$ cat src/rtl/lsu.sv
// ---------------------------------------------------------------------------
// lsu: load/store unit for the single-issue RV32I core.
//
// Accepts one memory operation at a time from the execute stage, performs a
// single req/ack data-memory transaction, and returns a sign/zero-extended
// load result (or an error) to writeback. All outputs are registered.
//
// Parameters
//   ACK_TIMEOUT  cycles mem_req may wait for mem_ack before aborting with an
//                error; 0 disables the timeout.
//
// Ports
//   clk, rst_n                         clock, async active-low reset
//   req_valid/req_ready                execute-stage handshake
//   is_store, funct3, addr,
//   store_data, rd_idx                 operation descriptor
//   mem_req/mem_we/mem_addr/
//   mem_wstrb/mem_wdata                data-memory request (held until ack)
//   mem_ack/mem_rdata                  data-memory completion
//   resp_valid/resp_ready              writeback handshake
//   resp_rd/resp_data/resp_err         writeback result
//
// state | meaning
// ------+--------------------------------------------------------------
// IDLE  | ready for a new operation
// REQ   | bus request outstanding, waiting for mem_ack (or timeout)
// RESP  | result held on resp_* until writeback takes it
// ---------------------------------------------------------------------------
module lsu #(
    parameter int unsigned ACK_TIMEOUT = 0
) (
    input  logic        clk,
    input  logic        rst_n,
    input  logic        req_valid,
    output logic        req_ready,
    input  logic        is_store,
    input  logic [2:0]  funct3,
    input  logic [31:0] addr,
    input  logic [31:0] store_data,
    input  logic [4:0]  rd_idx,
    output logic        mem_req,
    output logic        mem_we,
    output logic [31:0] mem_addr,
    output logic [3:0]  mem_wstrb,
    output logic [31:0] mem_wdata,
    input  logic        mem_ack,
    input  logic [31:0] mem_rdata,
    output logic        resp_valid,
    input  logic        resp_ready,
    output logic [4:0]  resp_rd,
    output logic [31:0] resp_data,
    output logic        resp_err
);

    localparam logic [1:0] ST_IDLE = 2'd0;
    localparam logic [1:0] ST_REQ  = 2'd1;
    localparam logic [1:0] ST_RESP = 2'd2;

    logic [1:0]  state_q, state_d;
    logic [31:0] cnt_q, cnt_d;
    logic        req_ready_q, req_ready_d;
    logic        mem_req_q, mem_req_d;
    logic        mem_we_q, mem_we_d;
    logic [31:0] mem_addr_q, mem_addr_d;
    logic [3:0]  mem_wstrb_q, mem_wstrb_d;
    logic [31:0] mem_wdata_q, mem_wdata_d;
    logic        resp_valid_q, resp_valid_d;
    logic [4:0]  resp_rd_q, resp_rd_d;
    logic [31:0] resp_data_q, resp_data_d;
    logic        resp_err_q, resp_err_d;
    logic [1:0]  lane_q, lane_d;
    logic [2:0]  f3_q, f3_d;
    logic [4:0]  rd_q, rd_d;

    // Request decode (combinational on the execute-stage inputs).
    logic        op_legal;
    logic        op_aligned;
    logic [3:0]  st_strb;
    logic [31:0] st_wdata;

    always_comb begin
        if (is_store) begin
            op_legal = (funct3 <= 3'd2);
        end else begin
            op_legal = (funct3 != 3'd3) && (funct3 != 3'd6) && (funct3 != 3'd7);
        end

        // funct3[1:0] encodes access size for both loads and stores.
        case (funct3[1:0])
            2'b01:   op_aligned = ~addr[0];
            2'b10:   op_aligned = (addr[1:0] == 2'b00);
            default: op_aligned = 1'b1;
        endcase

        case (funct3[1:0])
            2'b00: begin
                st_strb  = 4'b0001 << addr[1:0];
                st_wdata = {4{store_data[7:0]}};
            end
            2'b01: begin
                st_strb  = addr[1] ? 4'b1100 : 4'b0011;
                st_wdata = {2{store_data[15:0]}};
            end
            default: begin
                st_strb  = 4'b1111;
                st_wdata = store_data;
            end
        endcase
    end

    // Load extraction uses the lane and funct3 latched at accept.
    logic [7:0]  ld_byte;
    logic [15:0] ld_half;
    logic [31:0] ld_ext;

    always_comb begin
        case (lane_q)
            2'd0:    ld_byte = mem_rdata[7:0];
            2'd1:    ld_byte = mem_rdata[15:8];
            2'd2:    ld_byte = mem_rdata[23:16];
            default: ld_byte = mem_rdata[31:24];
        endcase
        ld_half = lane_q[1] ? mem_rdata[31:16] : mem_rdata[15:0];

        case (f3_q)
            3'd0:    ld_ext = {{24{ld_byte[7]}}, ld_byte};
            3'd1:    ld_ext = {{16{ld_half[15]}}, ld_half};
            3'd2:    ld_ext = mem_rdata;
            3'd4:    ld_ext = {24'd0, ld_byte};
            3'd5:    ld_ext = {16'd0, ld_half};
            default: ld_ext = 32'd0;
        endcase
    end

    // cnt_q holds the number of REQ cycles already completed without an ack.
    logic timeout_hit;
    assign timeout_hit = (ACK_TIMEOUT != 0) && ((cnt_q + 32'd1) == ACK_TIMEOUT);

    always_comb begin
        state_d      = state_q;
        cnt_d        = cnt_q;
        mem_req_d    = mem_req_q;
        mem_we_d     = mem_we_q;
        mem_addr_d   = mem_addr_q;
        mem_wstrb_d  = mem_wstrb_q;
        mem_wdata_d  = mem_wdata_q;
        resp_valid_d = resp_valid_q;
        resp_rd_d    = resp_rd_q;
        resp_data_d  = resp_data_q;
        resp_err_d   = resp_err_q;
        lane_d       = lane_q;
        f3_d         = f3_q;
        rd_d         = rd_q;

        case (state_q)
            ST_IDLE: begin
                if (req_valid) begin
                    if (op_legal && op_aligned) begin
                        state_d     = ST_REQ;
                        cnt_d       = 32'd0;
                        mem_req_d   = 1'b1;
                        mem_we_d    = is_store;
                        mem_addr_d  = {addr[31:2], 2'b00};
                        mem_wstrb_d = is_store ? st_strb : 4'd0;
                        mem_wdata_d = is_store ? st_wdata : 32'd0;
                        lane_d      = addr[1:0];
                        f3_d        = funct3;
                        rd_d        = is_store ? 5'd0 : rd_idx;
                    end else begin
                        state_d      = ST_RESP;
                        resp_valid_d = 1'b1;
                        resp_err_d   = 1'b1;
                        resp_rd_d    = 5'd0;
                        resp_data_d  = 32'd0;
                    end
                end
            end
            ST_REQ: begin
                if (mem_ack || timeout_hit) begin
                    state_d      = ST_RESP;
                    mem_req_d    = 1'b0;
                    mem_we_d     = 1'b0;
                    mem_addr_d   = 32'd0;
                    mem_wstrb_d  = 4'd0;
                    mem_wdata_d  = 32'd0;
                    resp_valid_d = 1'b1;
                    // An ack in the last allowed cycle still wins over the timeout.
                    if (mem_ack) begin
                        resp_err_d  = 1'b0;
                        resp_rd_d   = rd_q;
                        resp_data_d = mem_we_q ? 32'd0 : ld_ext;
                    end else begin
                        resp_err_d  = 1'b1;
                        resp_rd_d   = 5'd0;
                        resp_data_d = 32'd0;
                    end
                end else begin
                    cnt_d = cnt_q + 32'd1;
                end
            end
            ST_RESP: begin
                if (resp_ready) begin
                    state_d      = ST_IDLE;
                    resp_valid_d = 1'b0;
                    resp_err_d   = 1'b0;
                    resp_rd_d    = 5'd0;
                    resp_data_d  = 32'd0;
                end
            end
            default: begin
                state_d = ST_IDLE;
            end
        endcase

        req_ready_d = (state_d == ST_IDLE);
    end

    always_ff @(posedge clk or negedge rst_n) begin
        if (!rst_n) begin
            state_q      <= ST_IDLE;
            cnt_q        <= 32'd0;
            req_ready_q  <= 1'b1;
            mem_req_q    <= 1'b0;
            mem_we_q     <= 1'b0;
            mem_addr_q   <= 32'd0;
            mem_wstrb_q  <= 4'd0;
            mem_wdata_q  <= 32'd0;
            resp_valid_q <= 1'b0;
            resp_rd_q    <= 5'd0;
            resp_data_q  <= 32'd0;
            resp_err_q   <= 1'b0;
            lane_q       <= 2'd0;
            f3_q         <= 3'd0;
            rd_q         <= 5'd0;
        end else begin
            state_q      <= state_d;
            cnt_q        <= cnt_d;
            req_ready_q  <= req_ready_d;
            mem_req_q    <= mem_req_d;
            mem_we_q     <= mem_we_d;
            mem_addr_q   <= mem_addr_d;
            mem_wstrb_q  <= mem_wstrb_d;
            mem_wdata_q  <= mem_wdata_d;
            resp_valid_q <= resp_valid_d;
            resp_rd_q    <= resp_rd_d;
            resp_data_q  <= resp_data_d;
            resp_err_q   <= resp_err_d;
            lane_q       <= lane_d;
            f3_q         <= f3_d;
            rd_q         <= rd_d;
        end
    end

    assign req_ready  = req_ready_q;
    assign mem_req    = mem_req_q;
    assign mem_we     = mem_we_q;
    assign mem_addr   = mem_addr_q;
    assign mem_wstrb  = mem_wstrb_q;
    assign mem_wdata  = mem_wdata_q;
    assign resp_valid = resp_valid_q;
    assign resp_rd    = resp_rd_q;
    assign resp_data  = resp_data_q;
    assign resp_err   = resp_err_q;

endmodule
$ cat config.mk
export PLATFORM = sky130hd
export DESIGN_NAME = lsu
export DESIGN_NICKNAME = d
export VERILOG_FILES = /design/src/rtl/lsu.sv
export SDC_FILE = /design/constraint.sdc
export NUM_CORES = 1
export LEC_CHECK = 0
export ABC_AREA = 1
export BUFFER_PORTS_ARGS = -buffer_cell sky130_fd_sc_hd__buf_2
export CAP_MARGIN = 10
export CELL_PAD_IN_SITES_DETAIL_PLACEMENT = 2
export CELL_PAD_IN_SITES_GLOBAL_PLACEMENT = 2
export CORE_ASPECT_RATIO = 0.9
export CORE_MARGIN = 2
export CORE_UTILIZATION = 25
export CTS_CLUSTER_DIAMETER = 80
export DETAILED_ROUTE_END_ITERATION = 10
export GPL_TIMING_DRIVEN = 0
export PLACE_DENSITY_LB_ADDON = 0.1
export RECOVER_POWER = 100
export REMOVE_ABC_BUFFERS = 1
export SKIP_CTS_REPAIR_TIMING = 1
export SLEW_MARGIN = 5
export SYNTH_ARGS = -nofsm -noshare
export SYNTH_HDL_FRONTEND = slang
export SYNTH_SLANG_ARGS = --single-unit
$ cat constraint.sdc
create_clock -name clk -period 1.6 [get_ports clk]
set_clock_uncertainty 0.05 [all_clocks]
set_input_delay 0.08 -clock clk [delete_from_list [all_inputs] [get_ports clk]]
set_output_delay 0.08 -clock clk [all_outputs]
set_load 0.1 [all_outputs]
-- Word-level counts from Yosys, hierarchy flattened
Cells that the tools add are included.
- word-level logic and storage cells: 100
- register bits: 122
- input port bits: 110
- memory bits (writable): 0
- output and inout port bits: 110
- ROM bits: 0
- memories: 0
- latch bits: 0
- $lt $le $gt $ge: 1
- shifts and indexed selects: 1
- eq/ne operators: 18
- mux-type cells: 51
- multipliers: 0
- div/mod/pow operators: 0
- reduce and logical (&&, ||, !) cells: 14
- bitwise operators: 1
- add/sub/neg operators: 0
- operators with widths (kind ; number):
    $mux 32 ; 11
    $pmux 32 s2 ; 3
    $pmux 32 s5 ; 1
    $pmux 32 s3 ; 1
    $mux 5 ; 5
    $pmux 8 s3 ; 1
    $mux 4 ; 5
    $mux 16 ; 1
    $pmux 4 s2 ; 2
    $pmux 5 s3 ; 1
    $logic_not 2->1 ; 5
    $mux 1 ; 10
    $ne 2x2->1 const B ; 5
    $mux 2 ; 4
    $eq 2x1->1 const B ; 3
    $eq 2x2->1 const B ; 3
    $eq 3x3->1 const B ; 2
    $ne 3x3->1 const B ; 2
    $pmux 1 s2 ; 3
    $pmux 1 s3 ; 2
    $pmux 2 s3 ; 1
    $reduce_and 5->1 ; 1
    $reduce_and 4->1 ; 1
    $shl 1x2->4 const A ; 1
    10 further kinds ; 12

-- Longest topological paths before layout
- word-level depth: 9
- mapped depth: 13
- mapped depth without buffers: 11

-- Worst setup path after synthesis
No wires, ideal clock.
- kind: register to register
- start point: register mem_we_q (netlist: mem_we)
- end point: register resp_data_q[10] (netlist: resp_data[10])
- buffers on the path: 1
- cell stages (with the launch flop): 6
- clock period less this slack: 1.794 ns
- arrival time: 1.661 ns
- setup slack: -0.194 ns
- cell sequence: dfrtp_1 -> or2_0 -> a21oi_1 -> nand4_1 -> clkbuf_1 -> o21ai_0
- word-level cells in the longest chain between the ends: 3
- ends and longest elaborated chain (item ; RTL line ; text):
    start, declared ; 63 ; logic mem_we_q, mem_we_d;
    start signal, assigned ; 240 ; mem_we_q <= mem_we_d;
    $mux 32 ; 191 ; resp_data_d = mem_we_q ? 32'd0 : ld_ext;
    $mux 32 ; 179 ; if (mem_ack || timeout_hit) begin
    $pmux 32 s3 ; 155 ; case (state_q)
    end signal, assigned ; 246 ; resp_data_q <= resp_data_d;
    end, declared ; 69 ; logic [31:0] resp_data_q, resp_data_d;
No other way between the ends. The select of a mux whose other input is x is not followed.
A chain may end at the register's enable or synchronous reset.

-- Final worst setup path
- start point: register state_q[1]
- end point: register resp_data_q[15] (netlist: resp_data[15])
- word-level cells in the longest chain between the ends: 3
- elaborated cells on any way between the ends: 10
- classes of those cells: eq/ne: 6; mux: 1; reduce/logical: 3
- ends and longest elaborated chain (item ; RTL line ; text):
    start, declared ; 59 ; logic [1:0] state_q, state_d;
    start signal, assigned ; 236 ; state_q <= state_d;
    $eq 2x2->1 (tied with other cells) ; 155 ;
    $ne 2x2->1 (no line) / $reduce_bool 3->1 (equally long branches) ; n/a ;
    $reduce_and 5->1 (no line) ; n/a ;
Parallel ways exist; a longest one is shown, timed or not.

==> summary.md <==
| Metric | Value |
|---|---|
| Status | finished with violations |
| Failing checks | hold timing, setup timing |
| Slowest stage delay, CP | 410 ps |
| Largest net degree at the start of global routing | 70 |
| Yosys cell types | 28 |
| Crit end category | flip-flop |
| CTS clk-pin slew, worst paths | 60 ps |
| Initial antenna violation count | 2 |
| Clock Path Buffers | 2 |
| Die area | about 27000 µm² |
| Yosys top cell area share | 45.7% |
| H-tree levels | 4 |
| Worst-path fanout max | 8 |
| Proportion of layout cells with a drive suffix above 1 | 31.4% |
| Register area | 3010 µm² |
| Critical path class | reg -> reg |
| Non-filler cells, final | 1544 |
| DR iter-0 viols | 354 |
| WP data required | roughly 1900 ps |
| Most frequent cells in the layout | 345 x nand2_1, 146 x buf_2, 115 x dfrtp_1 |
| Slew Limit Headroom | between 40% and 50% |
| Core ar. | 25900 µm² |
| Number of nets with antenna violations after routing | 0 |
| Setup Total Neg Slack | -30330 ps |
| Synth Cell Area | 6520 µm² |
| Root Driver | clkbuf_16 |
| Synth area leader | dfrtp_1 |
| Starting Density | 25.2% |
| Final worst path period need | 1970 ps |
| Period utilisation layout | 123% |
| Die Y | 157 µm |
| Most common cell after layout, fill and taps aside | nand2_1 |
| VDD IR max | 0.00148 V |
| CTS buffer count | 17 |
| Layout overhead on the synthesized area | 52.1% |
| Slew Limit Fails | 0 |
| Routed met1 length | 14900 µm |
| Global placement routability congestion | 0.753 |
| Final worst setup slack | -374 ps |
| Port Buf Inserts | 217 |
| Maxcap violations | 0 |
| Multi-input gate area | 3530 µm² |
| Top sig layer | met5 |
| Pre-antenna DRT Iters | 4 |
| Post-synthesis sequential area ratio | between 40% and 50% |
| Total track usage | 19.0% |
| Critical path data arrival time | 2280 ps |
| Residual DRC count | 0 |
| Slew @ Worst Pin | 854 ps |
| Clk_lat worst skew | 430 ps |
| Vias in the first global route | 7130 |
| Gr ovfl total | 0 |
| Endpoints failing setup | 107 |
| Fill count | a little under 3000 |
| DP Cell Count | 1412 |
| Delay-heaviest family, CP | buffers and inverters |
| Rows | 56 |
| Vias | 7390 |
| Fin nets | 1300 |
| First-pass GRT wire length | 40500 µm |
| Yosys reg bits | 120 |
| WP buf/inv | 4 |
| Drt wl/cell | about 20 µm |
| Tightest Hold Check Type | in -> reg |
| Post-Route WL | 30800 µm |
| Sink Count | 120 |
| Power Density | 2320 nW/µm² |
| Final hold vios | 10 |
| Leading post-synthesis cells by cell area | dfrtp_1 46%, nand2_1 20%, nand3_1 5.8%, o21ai_0 5.7%, a21oi_1 3.9% |
| Synth warnings | 0 |
| CTS tree | done |
| WL met3 | 1270 µm |
| Syn Inst Count | 900 |
| CP Cell Sequence | inv_2 -> ha_4 -> clkinv_8 -> or2_0 -> a21oi_1 -> nand4_1 -> buf_6 -> clkbuf_16 -> o21ai_2 |
| Die width | between 150 and 200 µm |
| RSZ-0062 raised after global routing | true |
| Syn avg cell area | 7.24 µm² |
| LEAKAGE | 5.23 nW |
| DP Wirelength | 17600 µm |
| Vias per cell | 4.79 |
| Slowest-stage cell, CP | dfrtp_1 |
| Ports | 220 |
| Min Hold Slack | -27.8 ps |
| Max Clk Rate | ~510 MHz |
| WL met2 | 14200 µm |
| Setup crit start kind | flip-flop |
==> sequential cells by signal, summed over array words and instances (netlist names), 2 cells and up <==
name       count
mem_wstrb      4
resp_data     32
state_q        2
resp_rd        5
rd_q           5
mem_addr      30
f3_q           3
lane_q         2
mem_wdata     32
==> worst reg2reg max path: stages (launching register included) <==
cell and delay, ps:
dfrtp_1 410, inv_2 130, ha_4 230, clkinv_8 80
or2_0 210, a21oi_1 160, nand4_1 140, buf_6 200
clkbuf_16 180, o21ai_2 110
==> Yosys cell counts, drive strengths merged <==
library cell  instances
a211oi                4
a21oi                51
a31oi                 1
buf                  29
clkbuf               31
conb                  1
dfrtp               119
dfstp                 1
ha                    8
inv                  41
nand2               357
nand3                77
nand3b               30
nand4                 8
nor2                 52
nor3                 12
o21ai                75
o21bai                1
or2                   2
==> where the power goes <==
group	internal, W	switching, W	leakage [nW]
registers	0.00402	0.000802	1.57
logic	0.00296	0.0111	3.35
clock network	0.00249	0.00165	0.302
total	0.00947	0.0135	5.23
==> through the flow <==
stage          setup slack [ps]  total power [W]  hold slack (ps)  utilization, %  area [µm²]
2_1_floorplan             -2640           0.0136             -266               -        6230
3_3_place_gp              -5620           0.0163              296            30.0        7750
3_5_place_dp              -2560           0.0166             61.8            30.7        7930
4_1_cts                   -2590           0.0209             -406            33.1        8550
5_1_grt                    -459           0.0242             6.28            38.3        9910
6_report                   -374           0.0230            -27.8            38.3        9910
==> worst paths after layout <==
path | startpoint | end | slack, ps | cells past startpoint
max | state_q[1] | resp_data[15] | -370 | 9
min | store_data[21] | mem_wdata[21] | -30 | 5
max reg2reg | state_q[1] | resp_data[15] | -370 | 9
min reg2reg | mem_addr[8] | mem_addr[8] | 420 | 2
max in group asynchronous | rst_n | lane_q[1] | 180 | 3
min in group asynchronous | rst_n | resp_rd[3] | 280 | 2
==> area by class of cell <==
class / instances / area share [%]
tap: 348 / 4.39
multi-input combinational: 693 / 35.6
sequential: 120 / 30.4
timing repair inverter: 3 / 0.227
timing repair buffer: 306 / 21.0
antenna: 1 / 0.0253
clock inverter: 15 / 1.93
inverter: 41 / 2.06
clock buffer: 17 / 4.29
==> routing by layer <==
metal	vias up	global-route usage [%]
li1	3504	-
met1	3687	26.1
met2	169	30.1
met3	28	3.74
met4	2	5.88
met5	-	0
==> cells by family after synthesis <==
| kind of cell | share of synthesized area, % |
|---|---|
| flops | 46.1 |
| fa+ha+maj | 1.54 |
| compound gates | 10.4 |
| buf+inv | 6.78 |
| other cells | 0.0575 |
| simple gates | 35.1 |
Power figures use the tool's default switching activity.
